==> config.mk <==
export PLATFORM = sky130hd
export DESIGN_NAME = acs_path_metric_flat
export DESIGN_NICKNAME = d
export VERILOG_FILES = /design/src/rtl/acs_path_metric_if.sv /design/src/rtl/acs_path_metric.sv /design/src/flat_wrapper.sv
export SDC_FILE = /design/constraint.sdc
export NUM_CORES = 1
export LEC_CHECK = 0
export BUFFER_PORTS_ARGS = -buffer_cell sky130_fd_sc_hd__buf_2
export CAP_MARGIN = 25
export CORE_ASPECT_RATIO = 0.7
export CORE_MARGIN = 5
export CORE_UTILIZATION = 60
export DETAILED_ROUTE_END_ITERATION = 12
export GPL_ROUTABILITY_DRIVEN = 1
export PLACE_DENSITY = 0.82
export RECOVER_POWER = 100
export SYNTH_ARGS = -nofsm -noshare
export SYNTH_HDL_FRONTEND = slang
export SYNTH_SLANG_ARGS = --single-unit
==> constraint.sdc <==
create_clock -name clk -period 20 [get_ports clk]
set_input_delay 4 -clock clk [delete_from_list [all_inputs] [get_ports clk]]
set_output_delay 4 -clock clk [all_outputs]
set_load 0.005 [all_outputs]
==> src/rtl/acs_path_metric_if.sv <==
// Symbol-in / decision-out bundle for the 4-state K=3 add-compare-select stage.
// The master side feeds branch metrics; the slave side returns metrics and decisions.
interface acs_path_metric_if #(
    parameter int PM_W = 8
);
    logic            init;
    logic            bm_valid;
    logic [1:0]      bm00;
    logic [1:0]      bm01;
    logic [1:0]      bm10;
    logic [1:0]      bm11;
    logic            dec_valid;
    logic [3:0]      dec_bits;
    logic [1:0]      best_state;
    logic [PM_W-1:0] pm0;
    logic [PM_W-1:0] pm1;
    logic [PM_W-1:0] pm2;
    logic [PM_W-1:0] pm3;
    logic [15:0]     sym_count;

    modport master (
        output init, bm_valid, bm00, bm01, bm10, bm11,
        input  dec_valid, dec_bits, best_state, pm0, pm1, pm2, pm3, sym_count
    );

    modport slave (
        input  init, bm_valid, bm00, bm01, bm10, bm11,
        output dec_valid, dec_bits, best_state, pm0, pm1, pm2, pm3, sym_count
    );
endinterface

==> src/rtl/acs_path_metric.sv <==
// Add-compare-select with saturating adds and MSB normalization for the
// rate-1/2 K=3 (7,5) Viterbi trellis; one symbol per cycle, one cycle latency.
module acs_path_metric #(
    parameter int PM_W    = 8,
    parameter int INIT_PM = 16
) (
    input  logic                 clk,
    input  logic                 rst,
    acs_path_metric_if.slave     bus
);

    localparam logic [PM_W:0]   SAT_MAX   = {1'b0, {PM_W{1'b1}}};
    localparam logic [PM_W-1:0] INIT_VAL  = PM_W'(INIT_PM);
    localparam logic [PM_W-1:0] ZERO_PM   = {PM_W{1'b0}};

    function automatic logic [PM_W-1:0] sat_add(input logic [PM_W-1:0] pm,
                                                input logic [1:0]      bm);
        logic [PM_W:0] sum;
        sum = {1'b0, pm} + {{(PM_W-1){1'b0}}, bm};
        if (sum > SAT_MAX) begin
            sat_add = SAT_MAX[PM_W-1:0];
        end else begin
            sat_add = sum[PM_W-1:0];
        end
    endfunction

    logic [PM_W-1:0] pm_q   [4];
    logic [PM_W-1:0] pm_d   [4];
    logic [PM_W-1:0] cand0_s[4];
    logic [PM_W-1:0] cand1_s[4];
    logic [PM_W-1:0] sel_s  [4];
    logic [3:0]      dec_d;
    logic [3:0]      dec_bits_q;
    logic [1:0]      best_d;
    logic [1:0]      best_q;
    logic            dec_valid_q;
    logic [15:0]     cnt_q;
    logic            all_msb_s;
    logic [PM_W-1:0] min_s;

    // Branch additions, survivor selection, normalization and argmin.
    always_comb begin
        // Candidate 0 is always the dec-0 predecessor, candidate 1 the dec-1 one.
        cand0_s[0] = sat_add(pm_q[0], bus.bm00);
        cand1_s[0] = sat_add(pm_q[1], bus.bm11);
        cand0_s[1] = sat_add(pm_q[2], bus.bm10);
        cand1_s[1] = sat_add(pm_q[3], bus.bm01);
        cand0_s[2] = sat_add(pm_q[0], bus.bm11);
        cand1_s[2] = sat_add(pm_q[1], bus.bm00);
        cand0_s[3] = sat_add(pm_q[2], bus.bm01);
        cand1_s[3] = sat_add(pm_q[3], bus.bm10);

        for (int i = 0; i < 4; i++) begin
            dec_d[i] = (cand1_s[i] < cand0_s[i]);
            sel_s[i] = dec_d[i] ? cand1_s[i] : cand0_s[i];
        end

        all_msb_s = sel_s[0][PM_W-1] & sel_s[1][PM_W-1] &
                    sel_s[2][PM_W-1] & sel_s[3][PM_W-1];

        for (int i = 0; i < 4; i++) begin
            pm_d[i] = sel_s[i];
            if (all_msb_s) begin
                pm_d[i][PM_W-1] = 1'b0;
            end else begin
                pm_d[i][PM_W-1] = sel_s[i][PM_W-1];
            end
        end

        best_d = 2'd0;
        min_s  = pm_d[0];
        for (int i = 1; i < 4; i++) begin
            if (pm_d[i] < min_s) begin
                min_s  = pm_d[i];
                best_d = 2'(i);
            end else begin
                min_s  = min_s;
            end
        end
    end

    // State update: reset beats init beats an accepted symbol.
    always_ff @(posedge clk) begin
        if (rst || bus.init) begin
            pm_q[0]     <= ZERO_PM;
            pm_q[1]     <= INIT_VAL;
            pm_q[2]     <= INIT_VAL;
            pm_q[3]     <= INIT_VAL;
            dec_bits_q  <= 4'd0;
            best_q      <= 2'd0;
            dec_valid_q <= 1'b0;
            cnt_q       <= 16'd0;
        end else if (bus.bm_valid) begin
            for (int i = 0; i < 4; i++) begin
                pm_q[i] <= pm_d[i];
            end
            dec_bits_q  <= dec_d;
            best_q      <= best_d;
            dec_valid_q <= 1'b1;
            cnt_q       <= cnt_q + 16'd1;
        end else begin
            dec_valid_q <= 1'b0;
        end
    end

    assign bus.pm0        = pm_q[0];
    assign bus.pm1        = pm_q[1];
    assign bus.pm2        = pm_q[2];
    assign bus.pm3        = pm_q[3];
    assign bus.dec_bits   = dec_bits_q;
    assign bus.best_state = best_q;
    assign bus.dec_valid  = dec_valid_q;
    assign bus.sym_count  = cnt_q;

endmodule

==> src/flat_wrapper.sv <==
// flat-port wrapper written by rule: the top's interface ports become plain ports
module acs_path_metric_flat 
#(
    parameter int PM_W    = 8,
    parameter int INIT_PM = 16
)
  (clk, rst, bus_init, bus_bm_valid, bus_bm00, bus_bm01, bus_bm10, bus_bm11, bus_dec_valid, bus_dec_bits, bus_best_state, bus_pm0, bus_pm1, bus_pm2, bus_pm3, bus_sym_count);
  acs_path_metric_if #(.PM_W(PM_W)) bus_i ();
  input  logic clk;
  input  logic rst;
  input wire logic [$bits(bus_i.init)-1:0] bus_init;
  input wire logic [$bits(bus_i.bm_valid)-1:0] bus_bm_valid;
  input wire logic [$bits(bus_i.bm00)-1:0] bus_bm00;
  input wire logic [$bits(bus_i.bm01)-1:0] bus_bm01;
  input wire logic [$bits(bus_i.bm10)-1:0] bus_bm10;
  input wire logic [$bits(bus_i.bm11)-1:0] bus_bm11;
  output wire logic [$bits(bus_i.dec_valid)-1:0] bus_dec_valid;
  output wire logic [$bits(bus_i.dec_bits)-1:0] bus_dec_bits;
  output wire logic [$bits(bus_i.best_state)-1:0] bus_best_state;
  output wire logic [$bits(bus_i.pm0)-1:0] bus_pm0;
  output wire logic [$bits(bus_i.pm1)-1:0] bus_pm1;
  output wire logic [$bits(bus_i.pm2)-1:0] bus_pm2;
  output wire logic [$bits(bus_i.pm3)-1:0] bus_pm3;
  output wire logic [$bits(bus_i.sym_count)-1:0] bus_sym_count;
  assign bus_i.init = bus_init;
  assign bus_i.bm_valid = bus_bm_valid;
  assign bus_i.bm00 = bus_bm00;
  assign bus_i.bm01 = bus_bm01;
  assign bus_i.bm10 = bus_bm10;
  assign bus_i.bm11 = bus_bm11;
  assign bus_dec_valid = bus_i.dec_valid;
  assign bus_dec_bits = bus_i.dec_bits;
  assign bus_best_state = bus_i.best_state;
  assign bus_pm0 = bus_i.pm0;
  assign bus_pm1 = bus_i.pm1;
  assign bus_pm2 = bus_i.pm2;
  assign bus_pm3 = bus_i.pm3;
  assign bus_sym_count = bus_i.sym_count;
  acs_path_metric #(.PM_W(PM_W), .INIT_PM(INIT_PM)) u_core (.clk(clk), .rst(rst), .bus(bus_i));
endmodule
==> flow_summary.json <==
{
  "outcome": "finished with violations",
  "failed_checks": "max-capacitance violations",
  "dp_worst_setup_slack_ns": 7.535,
  "rows": 29,
  "core_area_um2": 8962,
  "hp-class": "reg -> reg",
  "pin_count_of_the_biggest_net_entering_global_routing": 26,
  "ys_warn_count": 0,
  "quantity_of_i_o_buffers_inserted_on_ports": 66,
  "report.final.slew_viol_count": 0,
  "netlist_area_um2": 5446,
  "min_period_ns": 13.58,
  "critical_path.most_common_cell": "sky130_fd_sc_hd__ha_1",
  "cp_slowest_cell": "sky130_fd_sc_hd__nor4_1",
  "postCtsHoldBufs": 0,
  "gp_congestion": 0.9613,
  "crit_buf_inv": 2,
  "routedWlPerCell_um": 18.60,
  "tritoncts": "done",
  "synthFlopType": "sky130_fd_sc_hd__edfxtp_1",
  "detailed_place_hpwl_mm": 12.37,
  "clkSinkCount": 55,
  "drt_pass1_iterations": 6,
  "r2r_slack_ns": 9.74,
  "clockPowerShare": 0.158,
  "critical_path_depth": 37,
  "num-nets-final": 783,
  "rr_endpoint": "u_core.bus.best_state[0]",
  "reg2regPathDepth": 36,
  "clk_pin_slew_ns": 0.08,
  "postCtsSetupRepairBufs": 0,
  "pwr-share-comb": 0.605,
  "switching_power_uw": 276.9,
  "synth.top_cells.by_area": "sky130_fd_sc_hd__edfxtp_1 18%, sky130_fd_sc_hd__ha_1 15%, sky130_fd_sc_hd__dfxtp_1 8.5%",
  "final.setup.tns_ns": 0,
  "setup_ws_ns": 6.421,
  "worst_setup_path_end_kind": "flop",
  "htree_num_levels": 2,
  "synth-edff-count": 32,
  "finalHoldViolCount": 0,
  "postSynthNetCount": 726,
  "die_width_um": 123.9,
  "drc": 0,
  "startpoint_to_endpoint_class_of_the_critical_path": "in -> reg",
  "max_capacitance_violation_total": 1,
  "final_min_period_over_clock_period": 0.6789,
  "startpoint_type": "input pin",
  "seq_power_share": 0.237,
  "routed_via_density": 6.206,
  "start_util": 0.6077,
  "grt.overflow.total": 0,
  "critical-path-top-delay-family": "simple AND/OR/NAND/NOR gates",
  "floorplan.die_area_um2": 11110,
  "syn_inst": 642,
  "rr_startpoint": "u_core.pm_q[0][24]",
  "worst_setup_path_startpoint": "bus_bm01[0]",
  "upper_clock_frequency_limit_mhz": 73.65,
  "ir_worst_vdd_mv": 0.08528,
  "maxSlewHeadroom": 0.007092,
  "mostFrequentLayoutCells": "86 x sky130_fd_sc_hd__nor2_1, 64 x sky130_fd_sc_hd__ha_1, 43 x sky130_fd_sc_hd__nand2_1",
  "worst-slew-pin-transition_ns": 1.489,
  "final_common_cell": "sky130_fd_sc_hd__nor2_1",
  "drt_iter0_markers": 641,
  "area_delta_synth_final_pct": 9.051,
  "first_pass_grt_wire_length_mm": 24.24,
  "netlist.top_cell.by_area": "sky130_fd_sc_hd__edfxtp_1",
  "rsz0062_at_grt": "false",
  "cp.arrival_ns": 13.78,
  "syn_area_per_cell_um2": 8.484,
  "flops_latches_synth": 55,
  "cp_max_fo": 13,
  "antenna_found_initial": 1,
  "post_cts.resized_instances": 0,
  "clkLatencyLatePin_ns": 0.30,
  "finalClockSkew_ns": 0.005643,
  "yosysTopAreaCellShare": 0.1764,
  "cellInternalPower_uw": 325.8,
  "critPathMaxStageDelay_ns": 0.78,
  "synth_cell_type_count": 68,
  "ctsRootBufferMaster": "sky130_fd_sc_hd__clkbuf_16",
  "n_antenna_cell": 0,
  "worst_path_required_time_ns": 20.21,
  "dp_cells": 816,
  "leak_pwr_nw": 2.636,
  "layout-drive-gt1-share": 0.1057,
  "switching_share": 0.4594,
  "setup.worst_path.end": "u_core.bus.best_state[0]",
  "clock_tree.buffer_depth": 2,
  "via_count_of_the_first_global_routing_pass": 4632,
  "synth-seq-area-share": 0.2610,
  "routed-via-count": 5114,
  "die_height_um": 89.72,
  "antenna_left": 0,
  "pwr_density_cell_nw_per_um2": 101.5,
  "design_power_total_uw": 602.7,
  "route.final.wire_length_mm": 15.33,
  "floorplan.io_pins": 67,
  "global_route.usage.total": 0.2735,
  "synth-async-reset-ratio": 0,
  "stdcell_count": 824,
  "setup_viol_count_final": 0,
  "fin_util": 0.6627,
  "cts_buffers": 5
}
## metal layers
layer,global-route usage,vias to the layer above,part of all wire
met4,0.03594,2,0.0063
met2,0.3810,300,0.41
li1,-,2436,-
met3,0.06587,18,0.13
met1,0.4335,2358,0.45
met5,0,-,0.00085
## flip-flops by register name (all words and copies together), names as in the netlist
register / cells
u_core.pm_q: 32
u_core.bus.dec_bits: 4
u_core.bus.sym_count: 16
u_core.bus.dec_valid: 1
u_core.bus.best_state: 2
## cell usage after synthesis, drive strengths merged (16+ instances only)
library cell / instances
nor2: 88
ha: 64
nand2: 43
a21oi: 40
o21ai: 40
edfxtp: 32
inv: 31
nand3: 26
xor2: 24
dfxtp: 23
a21o: 16
nor3: 16
## power by group through the flow
stage / Clock [mW] / Sequential (mW) / Combinational [mW]
2_1_floorplan: 0 / 0.140 / 0.268
3_3_place_gp: 0 / 0.144 / 0.351
3_5_place_dp: 0 / 0.145 / 0.362
4_1_cts: 0.0952 / 0.142 / 0.365
5_1_grt: 0.100 / 0.144 / 0.403
6_report: 0.0950 / 0.143 / 0.365
## worst min path at each step
stage                                         from                  endpoint  depth (start not counted)
after floorplan             u_core.bus.dec_bits[1]    u_core.bus.dec_bits[1]                          2
after global placement      u_core.bus.dec_bits[0]    u_core.bus.dec_bits[0]                          2
after detailed placement    u_core.bus.dec_bits[2]    u_core.bus.dec_bits[2]                          2
after CTS                   u_core.bus.dec_bits[2]    u_core.bus.dec_bits[2]                          2
after global routing      u_core.bus.sym_count[10]  u_core.bus.sym_count[10]                          2
final                       u_core.bus.dec_bits[2]    u_core.bus.dec_bits[2]                          2
## worst reg2reg max path: cells and delay by family (launching register included)
| kind | cells | cell delay (ns) |
|---|---|---|
| buffers and inverters | 1 | 0.28 |
| multiplexers | 2 | 0.84 |
| AND/OR/NAND/NOR | 14 | 4.38 |
| adder cells (fa/ha/maj) | 6 | 1.75 |
| flip-flops | 1 | 0.43 |
| AO/OA/AOI/OAI | 13 | 2.50 |
## through the flow
step	cell area (um^2)	hold WS, ns
2_1_floorplan	5446	0.4822
3_3_place_gp	5871	0.4705
3_5_place_dp	5871	0.4826
4_1_cts	6030	0.5072
5_1_grt	5939	0.5456
6_report	5939	0.5017
## logic make-up (layout without fill, tap and decap cells)
group / Yosys count / in the layout / share of synthesized area
fa+ha+maj: 73 / 73 / 0.1783
compound gates: 145 / 145 / 0.1764
buf+inv: 53 / 111 / 0.04089
xor+xnor: 36 / 36 / 0.05789
simple gates: 256 / 256 / 0.2387
flops: 55 / 55 / 0.2610
mux: 24 / 24 / 0.04686
## final cells by class
type	count	area (um^2)
Clock buffer	5	125.1
Clock inverter	3	33.78
Fill cell	806	3023
Inverter	31	116.4
Multi-Input combinational cell	534	3761
Sequential cell	55	1421
Tap cell	124	155.1
Timing Repair Buffer	72	326.6
Power figures use the tool's default switching activity.
